==> src/rtl/alu_arb_pkg.sv <==
// rtl/alu_arb_pkg.sv - shared types and constants for the ALU request arbiter
package alu_arb_pkg;

    typedef enum logic [1:0] {
        ST_IDLE = 2'd0,
        ST_WAIT = 2'd1,
        ST_RESP = 2'd2
    } state_t;

    localparam int REQ_ID_W = 1;
    localparam int LAT_W    = 4;
    localparam int STAT_W   = 16;

    // Counters stick at all-ones rather than wrapping back to zero.
    function automatic logic [STAT_W-1:0] sat_inc(input logic [STAT_W-1:0] v);
        return (&v) ? v : v + STAT_W'(1);
    endfunction

endpackage

==> src/rtl/alu_req_arbiter_rr_arb2.sv <==
// rtl/alu_req_arbiter_rr_arb2.sv - combinational 2-way round-robin picker
module rr_arb2
    import alu_arb_pkg::*;
(
    input  logic [1:0]          valid,
    input  logic [REQ_ID_W-1:0] last_grant,
    output logic [1:0]          grant,
    output logic [REQ_ID_W-1:0] id
);

    always_comb begin
        grant = 2'b00;
        id    = '0;
        case (valid)
            2'b01: begin
                grant = 2'b01;
                id    = 1'b0;
            end
            2'b10: begin
                grant = 2'b10;
                id    = 1'b1;
            end
            2'b11: begin
                // Tie goes to whichever requester was not served last.
                if (last_grant == 1'b1) begin
                    grant = 2'b01;
                    id    = 1'b0;
                end else begin
                    grant = 2'b10;
                    id    = 1'b1;
                end
            end
            default: begin
                grant = 2'b00;
                id    = '0;
            end
        endcase
    end

endmodule

==> src/rtl/alu_req_arbiter.sv <==
// rtl/alu_req_arbiter.sv - two-requester arbiter for the shared 8-bit datapath
// Optional grant counters enabled with `ALU_ARB_STATS_EN.
module alu_req_arbiter
    import alu_arb_pkg::*;
#(
    parameter int WIDTH  = 8,
    parameter int DP_LAT = 1
) (
    input  logic             clk,
    input  logic             rst_n,
    input  logic             req0_valid,
    input  logic [WIDTH-1:0] req0_a,
    input  logic [WIDTH-1:0] req0_b,
    output logic             req0_ready,
    input  logic             req1_valid,
    input  logic [WIDTH-1:0] req1_a,
    input  logic [WIDTH-1:0] req1_b,
    output logic             req1_ready,
    output logic             dp_start,
    output logic [WIDTH-1:0] dp_a,
    output logic [WIDTH-1:0] dp_b,
    input  logic [WIDTH-1:0] dp_y,
    output logic             rsp_valid,
    input  logic             rsp_ready,
    output logic             rsp_id,
    output logic [WIDTH-1:0] rsp_data,
    output logic             busy
`ifdef ALU_ARB_STATS_EN
    ,
    output logic [STAT_W-1:0] grant_cnt0,
    output logic [STAT_W-1:0] grant_cnt1
`endif
);

    localparam logic [LAT_W-1:0] LAT_INIT = LAT_W'(DP_LAT);

    state_t              state;
    logic [LAT_W-1:0]    lat_cnt;
    logic [REQ_ID_W-1:0] last_grant;
    logic [REQ_ID_W-1:0] cur_id;
    logic [REQ_ID_W-1:0] win_id;
    logic [1:0]          win;
    logic                idle;
    logic                take;

    rr_arb2 u_pick (
        .valid      ({req1_valid, req0_valid}),
        .last_grant (last_grant),
        .grant      (win),
        .id         (win_id)
    );

    assign idle = (state == ST_IDLE);
    assign take = idle && (|win);
    assign busy = (state != ST_IDLE);

    // Ready is combinational; it is masked by reset so every output reads 0 while rst_n is low.
    assign req0_ready = idle && rst_n && win[0];
    assign req1_ready = idle && rst_n && win[1];

    always_ff @(posedge clk or negedge rst_n) begin
        if (!rst_n) begin
            state      <= ST_IDLE;
            lat_cnt    <= '0;
            last_grant <= 1'b1;
            cur_id     <= '0;
            dp_start   <= 1'b0;
            dp_a       <= '0;
            dp_b       <= '0;
            rsp_valid  <= 1'b0;
            rsp_id     <= 1'b0;
            rsp_data   <= '0;
        end else begin
            dp_start <= 1'b0;
            case (state)
                ST_IDLE: begin
                    if (take) begin
                        dp_a       <= win[1] ? req1_a : req0_a;
                        dp_b       <= win[1] ? req1_b : req0_b;
                        dp_start   <= 1'b1;
                        cur_id     <= win_id;
                        last_grant <= win_id;
                        lat_cnt    <= LAT_INIT;
                        state      <= ST_WAIT;
                    end
                end
                ST_WAIT: begin
                    lat_cnt <= lat_cnt - LAT_W'(1);
                    if (lat_cnt == LAT_W'(1)) begin
                        rsp_data  <= dp_y;
                        rsp_id    <= cur_id;
                        rsp_valid <= 1'b1;
                        state     <= ST_RESP;
                    end
                end
                ST_RESP: begin
                    if (rsp_ready) begin
                        rsp_valid <= 1'b0;
                        state     <= ST_IDLE;
                    end
                end
                default: state <= ST_IDLE;
            endcase
        end
    end

`ifdef ALU_ARB_STATS_EN
    always_ff @(posedge clk or negedge rst_n) begin
        if (!rst_n) begin
            grant_cnt0 <= '0;
            grant_cnt1 <= '0;
        end else if (take) begin
            if (win[0]) grant_cnt0 <= sat_inc(grant_cnt0);
            if (win[1]) grant_cnt1 <= sat_inc(grant_cnt1);
        end
    end
`endif

endmodule

==> config.mk <==
export PLATFORM = sky130hd
export DESIGN_NAME = alu_req_arbiter
export DESIGN_NICKNAME = d
export VERILOG_FILES = /design/src/rtl/alu_arb_pkg.sv /design/src/rtl/alu_req_arbiter_rr_arb2.sv /design/src/rtl/alu_req_arbiter.sv
export SDC_FILE = /design/constraint.sdc
export NUM_CORES = 1
export LEC_CHECK = 0
export BUFFER_PORTS_ARGS = -buffer_cell sky130_fd_sc_hd__buf_2
export CAP_MARGIN = 20
export CORE_MARGIN = 5
export CORE_UTILIZATION = 25
export DETAILED_ROUTE_END_ITERATION = 10
export PLACE_DENSITY_LB_ADDON = 0.15
export REMOVE_ABC_BUFFERS = 1
export SETUP_SLACK_MARGIN = 0.05
export SLEW_MARGIN = 30
export SYNTH_ARGS = -nofsm -noshare
export SYNTH_HDL_FRONTEND = slang
export SYNTH_SLANG_ARGS = --single-unit
==> constraint.sdc <==
create_clock -name clk -period 1.5 [get_ports clk]
set_clock_uncertainty 0.1 [all_clocks]
set_input_delay 0.15 -clock clk [delete_from_list [all_inputs] [get_ports clk]]
set_output_delay 0.15 -clock clk [all_outputs]
set_load 0.05 [all_outputs]
==> run_results.csv, run 1 <==
group,metric,value,unit
place,place_area,2156,um2
worst_setup_path,r2r_start,"lat_cnt[1]",
layout,area_growth,58.69,%
layout,stdcell_area,2581,um2
worst_hold_path,hold_path.class,"input port to flip-flop",
power,ir_drop,1.244,mV
global_route,grt_max_degree,25,
run_status,status,"finished, violations left",
clock_tree,root_buffer,"clkbuf_8",
clock_tree,cts_tree,"yes",
die,rows,29,
layout,final_common_cell,"buf_2",
die,coreArea,6350,um2
power,power_density,2445,nW/um2
die,dieArea,8219,um2
clock_tree,htree_levels,2,
detailed_routing,ant_nets,0,
yosys,netlist_instances,156,
worst_setup_path,crit_end,"req0_ready",
global_route,grt_pass1_wl,8569,um
yosys,ys_seq_area_share,53.92,%
layout,layout_common_cells,"buf_2, dfrtp_1, buf_4",
layout,num_antenna_cells,0,
clock_tree,clk_pin_slew,0.07,ns
worst_setup_path,worstPathMaxFanout,3,
die,die_w,90.66,um
detailed_routing,avgViaCountPerCell,4.604,
yosys,synth_top_area_share,52.31,%
global_route,grt_pass1_vias,1650,
timing,slew_headroom,51.04,%
timing,period_needed,1.587,ns
detailed_routing,drtIter0Drc,68,
die,die_y,90.66,um
place,place_congestion,0.7082,
detailed_routing,vias,1593,
detailed_routing,postRouteWirelength,5205,um
job,maxCapViolations,0,
layout,num-nets-final,315,
clock_tree,cts-buffers-inserted,5,
run_status,failed_checks,"negative setup slack",
worst_setup_path,critPathLaunch,"last_grant",
global_route,grt-ovfl-total,0,
timing,finalMaxSlewViolations,0,
clock_tree,cts-root-to-sink-buffers,2,
worst_setup_path,arrival,1.34,ns
worst_setup_path,crit_path_start_kind,"flip-flop",
worst_setup_path,cp-end-kind,"output pin",
worst_setup_path,regToRegSetupSlack,-0.02,ns
place,hpwl,3416,um
yosys,synth_edf_count,0,
layout,fin_util,40.65,%
yosys,yosysUniqueCellTypes,29,
timing,rsz0062_at_grt,"yes",
place,place_inst,314,
yosys,syn_area,1627,um2
global_route,grt_usage,12.71,%
yosys,yosysTopAreaCell,"dfrtp_1",
yosys,syn_area_per_cell,10.43,um2
power,leakagePower,1.228,nW
clock_tree,insertion_delay,0.28,ns
die,initial_core_util,25.62,%
worst_setup_path,r2r_end,"rsp_data[6]",
yosys,netlist_top_cells_area,"dfrtp_1, o31ai_1, mux2_2, o21ai_0, a21oi_1",
yosys,synthFlopType,"dfrtp_1",
yosys,async_reset_ff_share,100.0,%
timing,tightest_slew,0.7336,ns
timing,fmax,0.6301,GHz
detailed_routing,wire_per_inst,15.04,um
detailed_routing,drc,0,
worst_setup_path,cp.required,1.25,ns
timing,finalHoldViolCount,0,
timing,tns,-0.1031,ns
timing,finalSetupViolCount,2,
place,portBuffers,74,
timing,period_share,105.8,%
layout,drive_gt1_share,51.30,%
worst_setup_path,reg2reg_depth,6,
global_route,antenna_found_initial,0,
yosys,synth-seq-cells,35,
worst_setup_path,crit_type,"flip-flop to output pin",
yosys,ys_warn_count,0,
timing,layout_setup_ws,-0.08697,ns
layout,fillCellCount,635,
detailed_routing,first_pass_iters,4,
layout,fin_cells,346,
die,io_pins,75,
clock_tree,cts.sink_count,35,
==> repair_timing <==
item / in CTS / in global routing
endpoints found under the hold margin: 43 / 0
endpoints found under the setup margin: 12 / 32
hold buffers: 10 / 0
gates resized for setup: 22 / 22
cloned: 1 / 3
setup buffers: 9 / 2
pin swaps: 4 / 4
==> through the flow <==
step           setup WS, ns  power [W]  hold WS (ns)
6_report           -0.08697   0.006311       0.05688
5_1_grt             -0.1332   0.006743       0.05225
4_1_cts            -0.09301   0.006117       0.04391
3_5_place_dp       -0.07332   0.005032       0.03400
3_3_place_gp       -0.04221   0.005042       0.03690
2_1_floorplan       -0.2482   0.004029       -0.2456
==> worst min-delay path by stage <==
stage	from	to	slack, ns	cells past startpoint
final	req0_b[5]	dp_b[5]	0.06	3
after floorplan	rst_n	cur_id	-0.25	0
after detailed placement	rst_n	state[0]	0.03	2
after global placement	rst_n	state[0]	0.04	2
after CTS	req0_b[5]	dp_b[5]	0.04	3
after global routing	req0_b[5]	dp_b[5]	0.05	3
==> critical path: stages, from the launching register on <==
cell and delay, ns:
dfstp_2 0.56, nand2b_4 0.13, and4_1 0.19, buf_6 0.17
==> cell usage after synthesis (all sizes together) (2+ instances only) <==
| cell | instances |
|---|---|
| o31ai | 16 |
| nand2b | 3 |
| inv | 5 |
| a21oi | 19 |
| ha | 2 |
| mux2 | 9 |
| nor2 | 21 |
| nand2 | 3 |
| o21ai | 21 |
| buf | 8 |
| a31oi | 2 |
| dfrtp | 34 |
==> report_power, final <==
part           total, W  switching (W)  leakage, nW  internal (W)
Sequential      0.00172       0.000294        0.420       0.00143
Clock          0.000664       0.000338       0.0422      0.000326
Combinational   0.00392        0.00251        0.765       0.00141
Total           0.00631        0.00314         1.23       0.00317
==> routing by layer <==
layer | global-route usage, % | part of all wire (%) | wire length (um) | vias to the layer above
li1 | - | - | - | 789
met1 | 18.64 | 50 | 2608 | 721
met2 | 17.13 | 41 | 2116 | 79
met3 | 5.250 | 8.6 | 446 | 4
met4 | 2.978 | 0.63 | 33 | 0
met5 | 0 | 0 | 0 | -
==> kinds of logic after synthesis <==
| kind of cell | synth area share (%) |
|---|---|
| AOI/OAI and AO/OA | 22.69 |
| xor gates and xnor gates | 1.077 |
| and+or+nand+nor | 9.847 |
| adders and majority gates | 1.538 |
| buffers and inverters | 4.692 |
| muxes | 6.231 |
| DFF | 53.92 |
==> area by class of cell <==
class	instances	area, um2	share of cell area [%]
Multi-Input combinational cell	110	783.3	30.34
Tap cell	77	96.34	3.732
Clock buffer	7	76.32	2.957
Sequential cell	35	879.6	34.08
Inverter	5	18.77	0.7271
Timing Repair Buffer	111	721.9	27.97
Clock inverter	1	5.005	0.1939
==> registers in the layout (all words and copies together), names as in the netlist <==
name and cells:
dp_a 8, dp_b 8, rsp_data 8, lat_cnt 4, state 2, cur_id 1
dp_start 1, last_grant 1, rsp_id 1, rsp_valid 1
Note: power is estimated with default switching activity, not from simulation.
==> run 2: changes to the inputs <==
==> constraint.sdc (replaced) <==
create_clock -name clk -period 2 [get_ports clk]
set_clock_uncertainty 0.1 [all_clocks]
set_input_delay 0.2 -clock clk [delete_from_list [all_inputs] [get_ports clk]]
set_output_delay 0.2 -clock clk [all_outputs]
set_load 0.05 [all_outputs]
==> run 2 against run 1 <==
Critical path depth is the same. Flip-flop and latch count unchanged. Worst setup slack improved by 0.33 ns. The flow now finishes without violations. Sequential share of layout area is 5.2 points higher. Sequential power is 26% lower. Combinational power fell by 37%. Wire length shrank 9.3%. Critical path type unchanged. First-iteration DRC count increased by 4.4%. Final area fell by 14%.
==> run_results.csv, run 2 (synthesis results as in run 1) <==
group,metric,value,unit
run_status,status,"complete, no violations",
detailed_routing,vias,1478,
place,place_inst,304,
power,p_sw_share,50.94,%
detailed_routing,avgViaCountPerCell,4.648,
detailed_routing,ant_nets,0,
power,leakagePower,1.081,nW
layout,num_antenna_cells,0,
global_route,grt_usage,11.76,%
place,hpwl,3333,um
detailed_routing,drc,0,
power,p_sw,0.002189,W
die,rows,29,
job,maxCapViolations,0,
place,place_congestion,0.7171,
worst_setup_path,cp-end-kind,"output pin",
timing,finalHoldViolCount,0,
power,ir_drop,0.7847,mV
layout,fin_cells,318,
timing,slew_headroom,38.92,%
timing,fmax,0.5694,GHz
global_route,grt_pass1_wl,7797,um
clock_tree,cts_tree,"yes",
clock_tree,htree_levels,2,
layout,drive_gt1_share,44.40,%
clock_tree,cts.sink_count,35,
detailed_routing,drtIter0Drc,71,
clock_tree,root_buffer,"clkbuf_8",
layout,num-nets-final,287,
place,portBuffers,74,
layout,largest_registers,"dp_a x8, dp_b x8, rsp_data x8",
timing,finalMaxSlewViolations,0,
worst_setup_path,worstPathMaxFanout,10,
die,die_y,90.66,um
global_route,grt-ovfl-total,0,
layout,layout_common_cells,"buf_2, dfrtp_1, nor2_1, o21ai_0, a21oi_1",
power,power_density,1925,nW/um2
die,die_w,90.66,um
worst_setup_path,cp.required,1.70,ns
clock_tree,clk_pin_slew,0.07,ns
timing,period_needed,1.756,ns
detailed_routing,wire_per_inst,14.84,um
place,place_area,2081,um2
die,initial_core_util,25.62,%
detailed_routing,postRouteWirelength,4720,um
timing,finalSetupViolCount,0,
timing,tightest_slew,0.9161,ns
layout,final_common_cell,"buf_2",
layout,area_growth,37.23,%
power,intPower,0.002109,W
timing,rsz0062_at_grt,"no",
timing,period_share,87.81,%
clock_tree,cts-root-to-sink-buffers,2,
worst_setup_path,regToRegSetupSlack,0.25,ns
power,clkPwrFrac,13.1,%
worst_setup_path,crit_type,"flip-flop to output pin",
power,p_seq_share,29.8,%
global_route,grt_max_degree,21,
global_route,antenna_found_initial,0,
timing,tns,0,ns
layout,stdcell_area,2232,um2
detailed_routing,first_pass_iters,4,
die,coreArea,6350,um2
worst_hold_path,hold_path.class,"input port to flip-flop",
die,dieArea,8219,um2
global_route,grt_pass1_vias,1538,
worst_setup_path,crit_path_start_kind,"flip-flop",
power,power,0.004298,W
die,io_pins,75,
clock_tree,cts-buffers-inserted,5,
power,combPwrFrac,57.1,%
clock_tree,insertion_delay,0.28,ns
worst_setup_path,arrival,1.46,ns
## run 2: final timing paths
check                       startpoint     endpoint  cells past startpoint
setup / recovery              state[0]         busy                      3
hold / removal               rsp_ready     state[1]                      2
setup reg to reg            lat_cnt[1]  rsp_data[3]                      5
hold reg to reg            rsp_data[0]  rsp_data[0]                      1
max in group asynchronous        rst_n   last_grant                      3
min in group asynchronous        rst_n      dp_a[5]                      3
## run 2: metrics by stage
step | util (%) | hold slack [ns] | setup WS [ns]
final | 35.15 | 0.02639 | 0.2437
after global placement | 32.77 | 0.1033 | 0.2760
after floorplan | - | -0.1956 | 0.2018
after detailed placement | 32.77 | 0.09528 | 0.2275
after CTS | 34.50 | 0.01426 | 0.06776
after global routing | 35.15 | 0.01297 | 0.1375
## run 2: final cells by class
class	instances	area, um2
Fill cell	656	4118
Sequential cell	35	877.1
Multi-Input combinational cell	107	673.1
Timing Repair Buffer	86	462.9
Clock buffer	8	100.1
Tap cell	77	96.34
Inverter	5	22.52
## run 2: power by group through the flow
stage / combinational [W] / sequential [W] / clock [W]
after floorplan: 0.000822 / 0.00220 / 0
after global placement: 0.00236 / 0.00130 / 0
after detailed placement: 0.00238 / 0.00128 / 0
after CTS: 0.00238 / 0.00128 / 0.000588
after global routing: 0.00265 / 0.00133 / 0.000620
final: 0.00246 / 0.00128 / 0.000562
## run 2: per-layer routing
layer | share of wire (%) | vias up | wire, um | global-route usage, %
met3 | 11 | 2 | 517 | 5.667
met1 | 49 | 679 | 2296 | 16.73
met4 | 0.17 | 0 | 8 | 2.605
li1 | - | 724 | - | -
met2 | 40 | 73 | 1898 | 15.98
met5 | 0 | - | 0 | 0
## run 2: critical path, stage by stage (launching register included)
cell	delay [ns]
dfrtp_1	0.44
nor2_4	0.24
clkinvlp_4	0.23
buf_2	0.26
## run 2: timing repair
item                                   CTS  global route
hold buffers                             1             0
gates resized for setup                  0             1
endpoints found under the hold margin   34             0
setup endpoints to repair                0             1
setup buffers                            0             5
